$ cat config.mk
export PLATFORM = sky130hd
export DESIGN_NAME = irq_controller_flat
export DESIGN_NICKNAME = d
export VERILOG_FILES = /design/src/rtl/irq_controller_if.sv /design/src/rtl/irq_controller.sv /design/src/flat_wrapper.sv
export SDC_FILE = /design/constraint.sdc
export NUM_CORES = 1
export LEC_CHECK = 0
export BUFFER_PORTS_ARGS = -buffer_cell sky130_fd_sc_hd__buf_2
export CAP_MARGIN = 20
export CORE_ASPECT_RATIO = 0.5
export CORE_MARGIN = 2
export CORE_UTILIZATION = 52
export DETAILED_ROUTE_END_ITERATION = 10
export PLACE_DENSITY = 0.77
export SYNTH_ARGS = -nofsm -noshare
export SYNTH_HDL_FRONTEND = slang
export SYNTH_SLANG_ARGS = --single-unit
$ cat constraint.sdc
create_clock -name clk -period 1.65 [get_ports clk]
set_input_delay 0.0825 -clock clk [delete_from_list [all_inputs] [get_ports clk]]
set_output_delay 0.0825 -clock clk [all_outputs]
set_load 0.02 [all_outputs]
$ cat src/rtl/irq_controller_if.sv
`default_nettype none
// ============================================================================
// Module   : irq_controller_if
// Brief    : 8-bit, 4-register bus window into the interrupt controller.
// Revision : 1.0 - initial release
// ============================================================================
interface irq_controller_if;
    logic       i_cs;
    logic       i_we;
    logic [1:0] i_addr;
    logic [7:0] i_wdata;
    logic [7:0] o_rdata;

    modport master (output i_cs, i_we, i_addr, i_wdata, input  o_rdata);
    modport slave  (input  i_cs, i_we, i_addr, i_wdata, output o_rdata);
endinterface
`default_nettype wire

$ cat src/rtl/irq_controller.sv
`default_nettype none
// ============================================================================
// Module   : irq_controller
// Brief    : Maskable level/edge IRQ aggregator with prioritised vector read
//            and a queued, pulse-stretched edge-triggered NMI.
// Revision : 1.0 - initial release
// ============================================================================
module irq_controller #(
    parameter int NUM_IRQ     = 8,
    parameter int SYNC_STAGES = 2,
    parameter int NMI_PULSE   = 4
) (
    input  wire logic               clk,
    input  wire logic               rst,
    input  wire logic [NUM_IRQ-1:0] i_src,
    input  wire logic               i_nmi_src,
    irq_controller_if.slave         bus,
    output logic                    o_irq_x,
    output logic                    o_nmi_x
);

    localparam logic [1:0] c_ADDR_PEND   = 2'd0;
    localparam logic [1:0] c_ADDR_MASK   = 2'd1;
    localparam logic [1:0] c_ADDR_MODE   = 2'd2;
    localparam logic [1:0] c_ADDR_VECTOR = 2'd3;

    // Bit 0 of the state doubles as the active-high NMI drive.
    localparam logic [1:0] c_ST_IDLE = 2'b00;
    localparam logic [1:0] c_ST_LOW  = 2'b01;
    localparam logic [1:0] c_ST_GAP  = 2'b10;

    localparam logic [3:0] c_PULSE_LAST = 4'(NMI_PULSE - 1);

    logic [NUM_IRQ:0]   r_sync [SYNC_STAGES];
    logic [NUM_IRQ:0]   r_s_prev;
    logic [NUM_IRQ-1:0] r_pend;
    logic [NUM_IRQ-1:0] r_mask;
    logic [NUM_IRQ-1:0] r_mode;
    logic [7:0]         r_rdata;
    logic               r_irq_x;
    logic [1:0]         r_nmi_state;
    logic [3:0]         r_nmi_cnt;
    logic               r_nmi_queued;

    logic [NUM_IRQ:0]   w_s;
    logic [NUM_IRQ:0]   w_rise;
    logic               w_nmi_rise;
    logic               w_rd;
    logic               w_wr;
    logic [NUM_IRQ-1:0] w_wdata_n;
    logic [NUM_IRQ-1:0] w_active;
    logic               w_valid;
    logic [2:0]         w_id;
    logic               w_ack;
    logic [NUM_IRQ-1:0] w_clr;
    logic [NUM_IRQ-1:0] w_pend_next;
    logic [7:0]         w_rd_mux;

    // Index NUM_IRQ of the synchroniser and edge history carries the NMI.
    always_ff @(posedge clk or posedge rst) begin
        if (rst) begin
            for (int k = 0; k < SYNC_STAGES; k++) begin
                r_sync[k] <= '0;
            end
            r_s_prev <= '0;
        end else begin
            r_sync[0] <= {i_nmi_src, i_src};
            for (int k = 1; k < SYNC_STAGES; k++) begin
                r_sync[k] <= r_sync[k-1];
            end
            r_s_prev <= w_s;
        end
    end

    assign w_s        = r_sync[SYNC_STAGES-1];
    assign w_rise     = w_s & ~r_s_prev;
    assign w_nmi_rise = w_rise[NUM_IRQ];

    assign w_rd      = bus.i_cs & ~bus.i_we;
    assign w_wr      = bus.i_cs &  bus.i_we;
    assign w_wdata_n = bus.i_wdata[NUM_IRQ-1:0];
    assign w_active  = r_pend & r_mask;
    assign w_valid   = |w_active;
    assign w_ack     = w_rd && (bus.i_addr == c_ADDR_VECTOR) && w_valid;

    always_comb begin
        w_id = 3'd0;
        for (int i = NUM_IRQ - 1; i >= 0; i--) begin
            if (w_active[i]) begin
                w_id = 3'(i);
            end
        end
    end

    // Clear sources for edge-mode pend bits: W1C, acknowledge, edge->level switch.
    always_comb begin
        w_clr = '0;
        if (w_wr && (bus.i_addr == c_ADDR_PEND)) begin
            w_clr = w_clr | (w_wdata_n & r_mode);
        end
        if (w_wr && (bus.i_addr == c_ADDR_MODE)) begin
            w_clr = w_clr | (r_mode & ~w_wdata_n);
        end
        for (int i = 0; i < NUM_IRQ; i++) begin
            if (w_ack && (w_id == 3'(i)) && r_mode[i]) begin
                w_clr[i] = 1'b1;
            end
        end
    end

    always_comb begin
        for (int i = 0; i < NUM_IRQ; i++) begin
            w_pend_next[i] = r_mode[i] ? (w_rise[i] | (r_pend[i] & ~w_clr[i]))
                                       : w_s[i];
        end
    end

    always_comb begin
        case (bus.i_addr)
            c_ADDR_PEND:   w_rd_mux = 8'(r_pend);
            c_ADDR_MASK:   w_rd_mux = 8'(r_mask);
            c_ADDR_MODE:   w_rd_mux = 8'(r_mode);
            c_ADDR_VECTOR: w_rd_mux = w_valid ? {1'b1, 4'b0000, w_id} : 8'h00;
            default:       w_rd_mux = 8'h00;
        endcase
    end

    always_ff @(posedge clk or posedge rst) begin
        if (rst) begin
            r_pend  <= '0;
            r_mask  <= '0;
            r_mode  <= '0;
            r_rdata <= 8'h00;
            r_irq_x <= 1'b1;
        end else begin
            r_pend  <= w_pend_next;
            r_irq_x <= ~w_valid;
            if (w_wr && (bus.i_addr == c_ADDR_MASK)) begin
                r_mask <= w_wdata_n;
            end
            if (w_wr && (bus.i_addr == c_ADDR_MODE)) begin
                r_mode <= w_wdata_n;
            end
            if (w_rd) begin
                r_rdata <= w_rd_mux;
            end
        end
    end

    // NMI pulse generator: one-deep queue guarantees a high gap between pulses.
    always_ff @(posedge clk or posedge rst) begin
        if (rst) begin
            r_nmi_state  <= c_ST_IDLE;
            r_nmi_cnt    <= 4'd0;
            r_nmi_queued <= 1'b0;
        end else begin
            case (r_nmi_state)
                c_ST_IDLE: begin
                    if (w_nmi_rise) begin
                        r_nmi_state <= c_ST_LOW;
                        r_nmi_cnt   <= c_PULSE_LAST;
                    end
                end
                c_ST_LOW: begin
                    if (w_nmi_rise) begin
                        r_nmi_queued <= 1'b1;
                    end
                    if (r_nmi_cnt == 4'd0) begin
                        r_nmi_state <= c_ST_GAP;
                    end else begin
                        r_nmi_cnt <= r_nmi_cnt - 4'd1;
                    end
                end
                c_ST_GAP: begin
                    if (r_nmi_queued || w_nmi_rise) begin
                        r_nmi_state  <= c_ST_LOW;
                        r_nmi_cnt    <= c_PULSE_LAST;
                        r_nmi_queued <= 1'b0;
                    end else begin
                        r_nmi_state <= c_ST_IDLE;
                    end
                end
                default: begin
                    r_nmi_state  <= c_ST_IDLE;
                    r_nmi_queued <= 1'b0;
                end
            endcase
        end
    end

    assign bus.o_rdata = r_rdata;
    assign o_irq_x     = r_irq_x;
    assign o_nmi_x     = ~r_nmi_state[0];

endmodule
`default_nettype wire
$ cat src/flat_wrapper.sv
// flat-port wrapper written by rule: the top's interface ports become plain ports
module irq_controller_flat 
#(
    parameter int NUM_IRQ     = 8,
    parameter int SYNC_STAGES = 2,
    parameter int NMI_PULSE   = 4
)
  (clk, rst, i_src, i_nmi_src, o_irq_x, o_nmi_x, bus_i_cs, bus_i_we, bus_i_addr, bus_i_wdata, bus_o_rdata);
  irq_controller_if bus_i ();
  input  wire logic clk;
  input  wire logic rst;
  input  wire logic [NUM_IRQ-1:0] i_src;
  input  wire logic i_nmi_src;
  output logic o_irq_x;
  output logic o_nmi_x;
  input wire logic [$bits(bus_i.i_cs)-1:0] bus_i_cs;
  input wire logic [$bits(bus_i.i_we)-1:0] bus_i_we;
  input wire logic [$bits(bus_i.i_addr)-1:0] bus_i_addr;
  input wire logic [$bits(bus_i.i_wdata)-1:0] bus_i_wdata;
  output wire logic [$bits(bus_i.o_rdata)-1:0] bus_o_rdata;
  assign bus_i.i_cs = bus_i_cs;
  assign bus_i.i_we = bus_i_we;
  assign bus_i.i_addr = bus_i_addr;
  assign bus_i.i_wdata = bus_i_wdata;
  assign bus_o_rdata = bus_i.o_rdata;
  irq_controller #(.NUM_IRQ(NUM_IRQ), .SYNC_STAGES(SYNC_STAGES), .NMI_PULSE(NMI_PULSE)) u_core (.clk(clk), .rst(rst), .i_src(i_src), .i_nmi_src(i_nmi_src), .bus(bus_i), .o_irq_x(o_irq_x), .o_nmi_x(o_nmi_x));
endmodule
# Word-level counts from Yosys, hierarchy flattened
# Index checks and enable logic that the tools add are counted.
[classes]
add_sub_neg = 1
n_eq_ne = 17
n_mux = 39
bitwise_logic = 37
n_reduce_logical = 31
[ops]
columns = ["cell", "n"]
rows = [
  ["case mux 8 bit (4 select lines)", 1],
  ["AND 8 bit", 3],
  ["2-to-1 mux 3 bit", 8],
  ["2-to-1 mux 8 bit", 3],
  ["logical AND 1 bit", 21],
  ["2-to-1 mux 1 bit", 19],
  ["equality test 3 bit, second input constant", 4],
  ["2-to-1 mux 4 bit", 3],
  ["inverter 1 bit", 12],
  ["case mux 4 bit (3 select lines)", 1],
  ["AND 1 bit", 10],
  ["AND 9 bit", 1],
  ["inverter 9 bit", 1],
  ["!= test 2 x 1 -> 1 bit, second input constant", 4],
  ["inverter 8 bit", 1],
  ["OR 1 bit", 8],
  ["OR 8 bit", 1],
  ["OR reduction 8 bit", 1],
  ["equality test 2 bit, second input constant", 3],
  ["equality test 3 x 2 -> 1 bit, second input constant", 2],
  ["case mux 2 bit (3 select lines)", 1],
  ["equality test 2 x 1 -> 1 bit, second input constant", 2],
  ["logical NOT 2 bit", 2],
  ["logical NOT 4 bit", 1],
  ["other kinds (11)", 12],
]
[totals]
ff_bits = 67
inputBits = 23
out_inout_bits = 10
elab_cells = 136

# Depth between registers and ports, before layout
# Gate-level depths: netlist of run 1.
[depth]
word_depth = 17
mapped_depth = 6
ltp_nobuf = 6

# Worst setup path after synthesis of run 1
# No wires, ideal clock.
[synth_timing]
path_type = "reg2reg"
start = "reg u_core.r_nmi_cnt[0]"
end = "reg u_core.r_nmi_cnt[1]"
setup_ps = 125
t_arrival_ps = 1601
required_time_ps = 1525
path_slack_ps = -76
stages_incl_launch_ff = 7
path_buffers = 0
period_less_slack_ps = 1726
path_cell_list = "dfrtp_1 > inv_1 > ha_1 > or3b_1 > and2_1 > nor2_1 > mux2_2"
[synth_between]
elab_chain_len = 3
elab_cells_between_ends = 6
classes_between = "add/sub: 1; eq/ne: 1; mux: 2; reduce/logical: 2"
[synth_rtl]
columns = ["element", "line", "source"]
rows = [
  ["from (decl)", "irq_controller.sv:42", "logic [3:0] r_nmi_cnt;"],
  ["from (signal assigned)", "irq_controller.sv:161", "r_nmi_cnt <= c_PULSE_LAST;"],
  ["from (signal assigned)", "irq_controller.sv:171", "r_nmi_cnt <= r_nmi_cnt - 4'd1;"],
  ["from (signal assigned)", "irq_controller.sv:177", "r_nmi_cnt <= c_PULSE_LAST;"],
  ["subtractor 4 x 1 -> 4 bit / logical NOT 4 bit (equally long branches)", "irq_controller.sv:171, irq_controller.sv:168", ""],
  ["2-to-1 mux 4 bit / != test 2 bit (equally long branches)", "-", ""],
  ["case mux 4 bit (3 select lines) / AND reduction 4 bit (equally long branches)", "-", ""],
]
# Parallel ways exist; a longest one is shown, timed or not. The select of a mux whose other input is x is not followed.
# A chain may end at the register's enable or synchronous reset.

# Final worst setup path of run 1
# Same ends and word-level chain as after synthesis.

==> metrics.md, run 1 <==
| Metric | Value |
|---|---|
| Drt first pass iters | `5` |
| Worst Path Arrival | `1890 ps` |
| Fin util | `approximately three quarters` |
| Hpwl dp | `about 4.4 mm` |
| Pleak | `0.001786 uW` |
| Synth Area in XOR/XNOR | `0.6146%` |
| NumNets Final | `365` |
| Share of cells above drive strength 1 | `34.49%` |
| I/O pins | `33` |
| Peak supply drop | `a little under 0.8 mV` |
| Gr usage total | `a little under a quarter` |
| Worst setup margin | `-12.00 ps` |
| Critical path type | `reg -> reg` |
| Vias | `2304` |
| Commonest cells after routing, fill and taps aside | `dfrtp_1, nand2_1, buf_4` |
| GPL Wtd Cong | `0.9513` |
| TritonCTS Sinks | `67` |
| Synth Area in Compound Gates | `15.32%` |
| Seq/Total Area, Yosys | `between 50% and 60%` |
| CP max-delay cell | `dfrtp_1` |
| Critical Path RT | `1870 ps` |
| Number of synthesized register bits | `67` |
| CTS tree | `yes` |
| Post-synth EDFFs | `0` |
| Ys Warns | `0` |
| Count of cell types in the netlist | `46` |
| Worst skew pair latency | `340 ps` |
| Max-slew violation count | `0` |
| Port Buffers | `32` |
| Final setup viols | `1` |
| Clk buf depth | `2` |
| Max-cap viol count | `0` |
| CTS clk-pin slew, worst paths | `70 ps` |
| CP max FO | `2` |
| CTS Buf Count | `9` |
| HP Class | `in -> reg` |
| Global route overflow | `0` |
| Initial antenna violation count | `0` |
| Max incr delay on CP | `approximately 400 ps` |
| CTS H-tree lvls | `3` |
| Via count of the first global-routing pass | `approximately 2200` |
| Via density | `approximately 5.6` |
| PD cells | `1314 nW/um2` |
| Initial Utilization | `56.00%` |
| Synthesized cell area | `2850 um2` |
| Mux share of post-synthesis cell area | `7.682%` |
| Min cycle time layout | `roughly 1700 ps` |
| Synth async-reset ratio | `100.0%` |
| Synth Area in Adders | `0.8780%` |
| Period utilisation layout | `100.7%` |
| Full die area | `between 6000 and 7000 um2` |
| Post-Synthesis Cells | `248` |
| Commonest non-fill, non-tap cell in the layout | `dfrtp_1` |
| Fmax | `601.7 MHz` |
| Synth Flop Type | `dfrtp_1` |
| Largest family of logic cells by synthesized area | `compound AO/OA/AOI/OAI gates` |
| Failing checks | `negative setup slack` |
| Post-Syn Nets | `between 200 and 300` |
| CP cell instances | `inv_2 > ha_4 > or3b_4 > and2_4 > nor2_4 > mux2_4` |
| # rows | `18` |
| Largest delay share family, worst path | `simple AND/OR/NAND/NOR gates` |
| Wire length per cell | `15.75 um` |
| Post-synthesis simple-gate area fraction | `14.14%` |
| Syn_area_per_cell | `11.49 um2` |
| Core Area | `5090 um2` |
| Endpoints failing hold | `0` |
| CP Launch Type | `register` |
| Routed WL | `6.538 mm` |
| Antenna Nets Post-Route | `0` |
| Pin count of the biggest net entering global routing | `46` |
| Die H | `roughly 56 um` |
| Layout Skew | `slightly above 9 ps` |
| Rel. slew slack | `63.20%` |
| First-pass GRT wire length | `between 10 and 15 mm` |
| 1st-iter DRT viols | `153` |
| DRC | `0` |
| Area Overhead vs Synth | `32.27%` |
| Pwr Total | `4955 uW` |
| Unrepaired setup endpoints after global routing | `true` |
| Die W | `between 100 and 150 um` |
| Outcome | `finished with violations` |
| Ant. Diodes | `0` |
| WP buf/inv | `1` |
| Clock Tree Root | `clkbuf_8` |
| Element type at the critical path end | `register` |
| Measured slew at the worst slew-check pin | `550.8 ps` |
## final timing paths
| kind | from | to | slack (ps) | cells after the start |
|---|---|---|---|---|
| worst max-delay path | u_core.r_nmi_cnt[0] | u_core.r_nmi_cnt[1] | -10 | 6 |
| worst min-delay path | bus_i_wdata[5] | u_core.r_mode[5] | 10 | 3 |
| worst max register to register | u_core.r_nmi_cnt[0] | u_core.r_nmi_cnt[1] | -10 | 6 |
| worst min register to register | u_core.r_sync[13] | u_core.w_s[4] | 350 | 0 |
| max in group asynchronous | rst | u_core.r_mask[1] | 710 | 4 |
| min in group asynchronous | rst | u_core.r_sync[15] | 340 | 3 |
## cell usage after synthesis (2+ instances only)
library cell | n | area share (%)
mux2_2 | 9 | 3.6
ha_1 | 2 | 0.88
nor2_1 | 12 | 1.6
and4b_1 | 2 | 0.70
dfrtp_1 | 66 | 58
nand2_1 | 44 | 5.8
and2_1 | 2 | 0.44
a21oi_1 | 15 | 2.6
a21boi_0 | 3 | 0.79
o21ai_0 | 10 | 1.8
nand2b_1 | 5 | 1.1
nor2b_1 | 3 | 0.66
nand3_1 | 4 | 0.70
a22o_1 | 2 | 0.61
o2111ai_1 | 3 | 0.92
a31oi_1 | 5 | 1.1
o21ai_1 | 2 | 0.35
inv_1 | 9 | 1.2
a22oi_4 | 4 | 3.0
nor3_1 | 4 | 0.70
a211oi_1 | 2 | 0.53
o22ai_1 | 4 | 0.88
clkbuf_1 | 3 | 0.40
mux2i_1 | 8 | 2.8
nand4b_1 | 3 | 0.92
xor2_1 | 2 | 0.61
## timing repair
action                     CTS  global route
cloned                       0             0
hold endpoints to repair    35             0
resized for setup            4             8
buffers inserted             5             7
setup endpoints to repair    2             5
hold buffers                15             0
pin swaps                    0             2
## flip-flops by register name (all words and copies together), names as in the netlist
register	flops
u_core.r_s_prev	9
u_core.r_sync	9
u_core.w_s	9
u_core.bus.o_rdata	8
u_core.r_mask	8
u_core.r_mode	8
u_core.r_pend	8
u_core.r_nmi_cnt	4
u_core.r_nmi_state	2
u_core.o_irq_x	1
u_core.r_nmi_queued	1
## power by group
part | total, uW | internal, uW | switching (uW)
Clock | 1330 | 700 | 626
Sequential | 2150 | 1910 | 232
Combinational | 1480 | 756 | 726
Total | 4950 | 3370 | 1580
## cell type report
| type | instances | area [um2] |
|---|---|---|
| Sequential cell | 67 | 1682 |
| Fill cell | 343 | 1320 |
| Multi-Input combinational cell | 166 | 1147 |
| Timing Repair Buffer | 87 | 623.1 |
| Clock buffer | 10 | 127.6 |
| Tap cell | 70 | 87.58 |
| Clock inverter | 6 | 65.06 |
| Inverter | 9 | 37.54 |
## logic make-up after synthesis
logic type | count (synthesis)
fa+ha+maj | 2
mux | 19
xor+xnor | 2
simple gates | 84
buf+inv | 15
flops | 67
compound gates | 59
## through the flow
stage,hold WS [ps],setup WS [ps],std cells,cell area [um2],TNS (ps)
4_1_cts,2.763,5.944,408,3685,0
3_5_place_dp,156.9,-53.83,372,3299,-100.4
2_1_floorplan,113.9,9.527,248,2867,0
3_3_place_gp,145.6,1.403,372,3299,0
5_1_grt,13.92,-51.59,415,3770,-160.2
6_report,13.45,-12.00,415,3770,-12.00
## tightest hold or removal path, cell delays in order
cell and delay [ps]:
buf_2 110, nand2_1 60, nand2_1 70
## layer usage
layer	up-vias	track usage, %	wire length [um]
met1	1128	31.76	3004
met3	12	6.620	385
met5	-	0	0
met4	0	7.875	80
li1	1076	-	-
met2	88	34.82	3067
Note: power is estimated with default switching activity, not from simulation.
==> run 2: changes to the inputs <==
--- a/config.mk
+++ b/config.mk
@@ -7,11 +7,14 @@
 export LEC_CHECK = 0
 export BUFFER_PORTS_ARGS = -buffer_cell sky130_fd_sc_hd__buf_2
 export CAP_MARGIN = 20
+export CELL_PAD_IN_SITES_DETAIL_PLACEMENT = 1
+export CELL_PAD_IN_SITES_GLOBAL_PLACEMENT = 1
 export CORE_ASPECT_RATIO = 0.5
 export CORE_MARGIN = 2
-export CORE_UTILIZATION = 52
+export CORE_UTILIZATION = 41
 export DETAILED_ROUTE_END_ITERATION = 10
-export PLACE_DENSITY = 0.77
+export PLACE_DENSITY = 0.76
 export SYNTH_ARGS = -nofsm -noshare
 export SYNTH_HDL_FRONTEND = slang
 export SYNTH_SLANG_ARGS = --single-unit
+export TNS_END_PERCENT = 10
==> metrics.md, run 2 (synthesis results as in run 1) <==
| Metric | Value |
|---|---|
| Switching Share | `30.78% (was 31.98%)` |
| NumNets Final | `359 (was 365)` |
| CTS clk-pin slew, worst paths | `60 ps (was 70 ps)` |
| Peak supply drop | `0.7094 mV (was 0.7702 mV)` |
| Antenna Nets Post-Route | `0 (unchanged)` |
| Max-cap viol count | `0 (unchanged)` |
| Clock network fraction of design power | `35.4% (was 26.8%)` |
| Period utilisation layout | `103.2% (was 100.7%)` |
| Routed WL | `8.046 mm (was 6.538 mm)` |
| I/O pins | `33 (unchanged)` |
| Full die area | `7675 um2 (was 6125 um2)` |
| Max incr delay on CP | `480 ps (was 400 ps)` |
| CP max FO | `5 (was 2)` |
| CTS tree | `yes (unchanged)` |
| Die W | `121.9 um (was 108.7 um)` |
| Commonest cells after routing, fill and taps aside | `dfrtp_1, nand2_1, buf_4 (unchanged)` |
| PD cells | `1425 nW/um2 (was 1314 nW/um2)` |
| CP max-delay cell | `mux4_2 (was dfrtp_1)` |
| Worst skew pair latency | `340 ps (about the same)` |
| Via count of the first global-routing pass | `2542 (was 2211)` |
| CTS Buf Count | `9 (unchanged)` |
| Comb power frac | `25.1% (was 29.9%)` |
| Endpoints failing hold | `0 (unchanged)` |
| Share of cells above drive strength 1 | `33.33% (was 34.49%)` |
| Clock Tree Root | `clkbuf_16 (was clkbuf_8)` |
| Failing checks | `negative setup slack (unchanged)` |
| Critical Path RT | `1870 ps (about the same)` |
| Max-slew violation count | `0 (unchanged)` |
| TritonCTS Sinks | `67 (unchanged)` |
| Fillers | `714 (was 343)` |
| Cells after DPL | `399 (was 372)` |
| Worst Path Arrival | `1930 ps (was 1890 ps)` |
| Hpwl dp | `5.421 mm (was 4.429 mm)` |
| CP Launch Type | `register (unchanged)` |
| Vias | `2324 (was 2304)` |
| Area of the multi-input gates | `1135 um2 (was 1147 um2)` |
| CP cell instances | `a22oi_4 > nand4_2 > mux4_2 > mux2_4 (was inv_2 > ha_4 > or3b_4 > and2_4 > nor2_4 > mux2_4)` |
| Core Area | `6700 um2 (was 5090 um2)` |
| Gr usage total | `23.22% (was 22.95%)` |
| Net Sw Power | `1688 uW (was 1584 uW)` |
| Wire length per cell | `18.67 um (was 15.75 um)` |
| Fin cells | `431 (was 415)` |
| Initial Utilization | `42.54% (was 56.00%)` |
| Pwr Total | `5484 uW (was 4955 uW)` |
| Reg power frac | `39.5% (was 43.3%)` |
| HP Class | `in -> reg (unchanged)` |
| First-pass GRT wire length | `13.02 mm (was 10.47 mm)` |
| Pin count of the biggest net entering global routing | `42 (was 46)` |
| DRC | `0 (unchanged)` |
| Element type at the critical path end | `register (unchanged)` |
| Layout Skew | `5.813 ps (was 9.119 ps)` |
| Reg area | `1680 um2 (was 1682 um2)` |
| Commonest non-fill, non-tap cell in the layout | `dfrtp_1 (unchanged)` |
| Rel. slew slack | `63.37% (was 63.20%)` |
| Worst setup margin | `-52.97 ps (was -12.00 ps)` |
| Die H | `62.96 um (was 56.35 um)` |
| Area Overhead vs Synth | `34.99% (was 32.27%)` |
| Critical path type | `reg -> reg (unchanged)` |
| Cell Int Power | `3796 uW (was 3370 uW)` |
| Initial antenna violation count | `0 (unchanged)` |
| # rows | `21 (was 18)` |
| Via density | `5.392 (was 5.552)` |
| Port Buffers | `32 (unchanged)` |
| Fmax | `587.2 MHz (was 601.7 MHz)` |
| Clk buf depth | `2 (unchanged)` |
| WP buf/inv | `0 (was 1)` |
| Outcome | `finished with violations (unchanged)` |
| Ant. Diodes | `0 (unchanged)` |
| Drt first pass iters | `4 (was 5)` |
| Global route overflow | `0 (unchanged)` |
| CTS H-tree lvls | `3 (unchanged)` |
| Measured slew at the worst slew-check pin | `549.4 ps (was 550.8 ps)` |
| Min cycle time layout | `1703 ps (was 1662 ps)` |
| Largest delay share family, worst path | `multiplexers (was simple AND/OR/NAND/NOR gates)` |
| Hold_ws | `3.879 ps (was 13.45 ps)` |
| GPL Wtd Cong | `0.8519 (was 0.9513)` |
| Unrepaired setup endpoints after global routing | `true (unchanged)` |
| Final setup viols | `2 (was 1)` |
| Pleak | `0.001812 uW (was 0.001786 uW)` |
| Fin util | `57.42% (was 74.07%)` |
| 1st-iter DRT viols | `178 (was 153)` |
## run 2: path summary, 6_finish.rpt
path                                        start                     to  slack [ps]  depth (start not counted)
worst max-delay path             u_core.r_mask[1]  u_core.bus.o_rdata[7]         -50                          4
worst max register to register   u_core.r_mask[1]  u_core.bus.o_rdata[7]         -50                          4
worst min register to register  u_core.r_sync[12]          u_core.w_s[3]         350                          0
max in group asynchronous                     rst         u_core.o_irq_x         890                          4
worst min-delay path               bus_i_wdata[3]       u_core.r_mode[3]           4                          3
min in group asynchronous                     rst      u_core.r_sync[17]         210                          3
## run 2: power groups by stage
stage | sequential, uW | combinational [uW] | clock [uW]
3_5_place_dp | 2180 | 1230 | 0
4_1_cts | 2150 | 1310 | 1960
6_report | 2160 | 1380 | 1940
2_1_floorplan | 2190 | 649 | 0
3_3_place_gp | 2150 | 1160 | 0
5_1_grt | 2200 | 1500 | 2030
## run 2: tightest hold or removal path, cell delays in order
cell and delay [ps]:
buf_2 100, nand2_1 50, nand2_1 60
## run 2: final cells by class
class	instances	share of cell area, %
flip-flops and latches	67	43.67
clock buffers	10	6.211
clock inverters	6	1.691
well taps	92	2.992
inverters	9	0.9756
multi-input cells	166	29.50
repair buffers	81	14.96
## run 2: per-layer routing
layer / vias up / track usage, % / routed length, um
li1: 1055 / - / -
met4: 0 / 11.49 / 163
met5: - / 0 / 0
met3: 16 / 6.752 / 487
met1: 1188 / 28.07 / 3498
met2: 65 / 38.13 / 3897
## run 2: stage by stage
step,area [um2],setup TNS [ps],worst slack [ps]
after floorplan,2854,-76.12,-76.12
final,3847,-56.26,-52.97
after detailed placement,3352,-331.1,-159.6
after CTS,3815,-55.73,-33.75
after global routing,3847,-211.0,-85.73
after global placement,3352,-101.6,-99.92
## run 2: what timing repair did
item                                    4_1_cts  5_1_grt
hold buffers                                 14        0
hold endpoints to repair                     79        0
gates cloned                                  0        0
buffers inserted                              0        2
pin swaps                                     2        2
resized for setup                             7        6
endpoints found under the setup margin        3        9
==> run 3: changes to the inputs <==
--- a/config.mk
+++ b/config.mk
@@ -14,7 +14,8 @@
 export CORE_UTILIZATION = 41
 export DETAILED_ROUTE_END_ITERATION = 10
 export PLACE_DENSITY = 0.76
+export RECOVER_POWER = 25
 export SYNTH_ARGS = -nofsm -noshare
 export SYNTH_HDL_FRONTEND = slang
 export SYNTH_SLANG_ARGS = --single-unit
-export TNS_END_PERCENT = 10
+export TNS_END_PERCENT = 50
==> metrics.md, run 3 (synthesis results as in run 1) <==
| Metric | Value |
|---|---|
| Outcome | `finished with violations (unchanged)` |
| Failing checks | `negative setup slack (unchanged)` |
| NumNets Final | `360 (was 359)` |
| Clock Tree Root | `clkbuf_16 (unchanged)` |
| 1st-iter DRT viols | `167 (was 178)` |
| First-pass GRT wire length | `13.02 mm (unchanged)` |
| CP cell instances | `a22oi_4 > nand4_2 > mux4_2 > mux2_4 (unchanged)` |
| Wire length per cell | `18.61 um (was 18.67 um)` |
| HP Class | `in -> reg (unchanged)` |
| Clk buf depth | `2 (unchanged)` |
| Port Buffers | `32 (unchanged)` |
| WP buf/inv | `0 (unchanged)` |
| Max incr delay on CP | `480 ps (about the same)` |
| Pleak | `0.001811 uW (was 0.001812 uW)` |
| Commonest non-fill, non-tap cell in the layout | `dfrtp_1 (unchanged)` |
| Via density | `5.377 (was 5.392)` |
| Measured slew at the worst slew-check pin | `913.5 ps (was 549.4 ps)` |
| Reg area | `1680 um2 (unchanged)` |
| I/O pins | `33 (unchanged)` |
| Pwr Total | `5494 uW (was 5484 uW)` |
| Initial Utilization | `42.54% (unchanged)` |
| Worst Path Arrival | `1920 ps (was 1930 ps)` |
| PD cells | `1432 nW/um2 (was 1425 nW/um2)` |
| Rel. slew slack | `39.10% (was 63.37%)` |
| Max-slew violation count | `0 (unchanged)` |
| Fillers | `717 (was 714)` |
| Global route overflow | `0 (unchanged)` |
| Fin util | `57.27% (was 57.42%)` |
| Period utilisation layout | `102.7% (was 103.2%)` |
| Area Overhead vs Synth | `34.64% (was 34.99%)` |
| DRC | `0 (unchanged)` |
| Worst skew pair latency | `340 ps (about the same)` |
| Gr usage total | `23.22% (unchanged)` |
| Commonest cells after routing, fill and taps aside | `dfrtp_1, nand2_1, buf_4 (unchanged)` |
| Final setup viols | `2 (unchanged)` |
| GPL Wtd Cong | `0.8519 (unchanged)` |
| CTS clk-pin slew, worst paths | `60 ps (about the same)` |
| Hpwl dp | `5.421 mm (unchanged)` |
| Antenna Nets Post-Route | `0 (unchanged)` |
| Die W | `121.9 um (unchanged)` |
| # rows | `21 (unchanged)` |
| Initial antenna violation count | `0 (unchanged)` |
| Critical path type | `reg -> reg (unchanged)` |
| Element type at the critical path end | `register (unchanged)` |
| Share of cells above drive strength 1 | `33.53% (was 33.33%)` |
| Endpoints failing hold | `0 (unchanged)` |
| CP max-delay cell | `mux4_2 (unchanged)` |
| Vias | `2323 (was 2324)` |
| Worst setup margin | `-45.17 ps (was -52.97 ps)` |
| Full die area | `7675 um2 (unchanged)` |
| Min cycle time layout | `1695 ps (was 1703 ps)` |
| Unrepaired setup endpoints after global routing | `true (unchanged)` |
| Largest delay share family, worst path | `multiplexers (unchanged)` |
| CTS tree | `yes (unchanged)` |
| Layout Skew | `4.808 ps (was 5.813 ps)` |
| Core Area | `6700 um2 (unchanged)` |
| Pin count of the biggest net entering global routing | `42 (unchanged)` |
| CP max FO | `5 (unchanged)` |
| Area of the multi-input gates | `1135 um2 (unchanged)` |
| Pre-CTS setup slack | `-159.6 ps (unchanged)` |
| Critical Path RT | `1870 ps (about the same)` |
| CP Launch Type | `register (unchanged)` |
| Fmax | `589.9 MHz (was 587.2 MHz)` |
| Peak supply drop | `0.7231 mV (was 0.7094 mV)` |
| CTS Buf Count | `9 (unchanged)` |
| Drt first pass iters | `4 (unchanged)` |
| Max-cap viol count | `0 (unchanged)` |
| TritonCTS Sinks | `67 (unchanged)` |
| Ant. Diodes | `0 (unchanged)` |
| Routed WL | `8.040 mm (was 8.046 mm)` |
| Die H | `62.96 um (unchanged)` |
| CTS H-tree lvls | `3 (unchanged)` |
| Via count of the first global-routing pass | `2542 (unchanged)` |
-- run 3: what timing repair did --
| action | in CTS | in global routing |
|---|---|---|
| pin swaps | 2 | 2 |
| hold buffers | 14 | 0 |
| setup buffers | 0 | 3 |
| hold endpoints to repair | 79 | 0 |
| gates resized for setup | 7 | 6 |
| endpoints found under the setup margin | 3 | 9 |
-- run 3: report_power, final --
group	total, uW	switching [uW]	internal [uW]
registers	2160	247	1920
logic	1390	709	681
clock network	1940	732	1210
total	5490	1690	3810
-- run 3: final timing paths --
path / from / end / slack [ps] / cells after the start
worst max-delay path: u_core.r_mask[1] / u_core.bus.o_rdata[7] / -50 / 4
worst max register to register: u_core.r_mask[1] / u_core.bus.o_rdata[7] / -50 / 4
min in group asynchronous: rst / u_core.r_nmi_cnt[1] / 220 / 3
worst min-delay path: bus_i_wdata[3] / u_core.r_mode[3] / 2 / 3
worst min register to register: u_core.r_sync[12] / u_core.w_s[3] / 340 / 0
max in group asynchronous: rst / u_core.r_mask[5] / 210 / 4
-- run 3: through the flow --
stage	instance area (um2)	instances	hold slack, ps	TNS [ps]
2_1_floorplan	2854	248	113.9	-76.12
3_3_place_gp	3352	399	5.993	-101.6
3_5_place_dp	3352	399	12.07	-331.1
4_1_cts	3815	429	2.265	-55.73
5_1_grt	3837	432	24.62	-241.5
6_report	3837	432	1.656	-63.04
-- run 3: layer usage --
metal / routed length (um) / GRT usage (%) / up-vias
met5: 0 / 0 / -
met4: 233 / 11.49 / 0
met3: 464 / 6.752 / 25
met2: 3818 / 38.13 / 65
met1: 3524 / 28.07 / 1176
li1: - / - / 1057
-- run 3: area by class of cell --
| type | count | share of cell area (%) |
|---|---|---|
| flip-flops and latches | 67 | 43.79 |
| multi-input cells | 166 | 29.57 |
| repair buffers | 82 | 14.80 |
| clock buffers | 10 | 6.228 |
| well taps | 92 | 3.000 |
| clock inverters | 6 | 1.695 |
| inverters | 9 | 0.9129 |
-- run 3: worst min-delay path, stage by stage --
cell and delay (ps):
buf_2 100, nand2_1 50, nand2_1 60
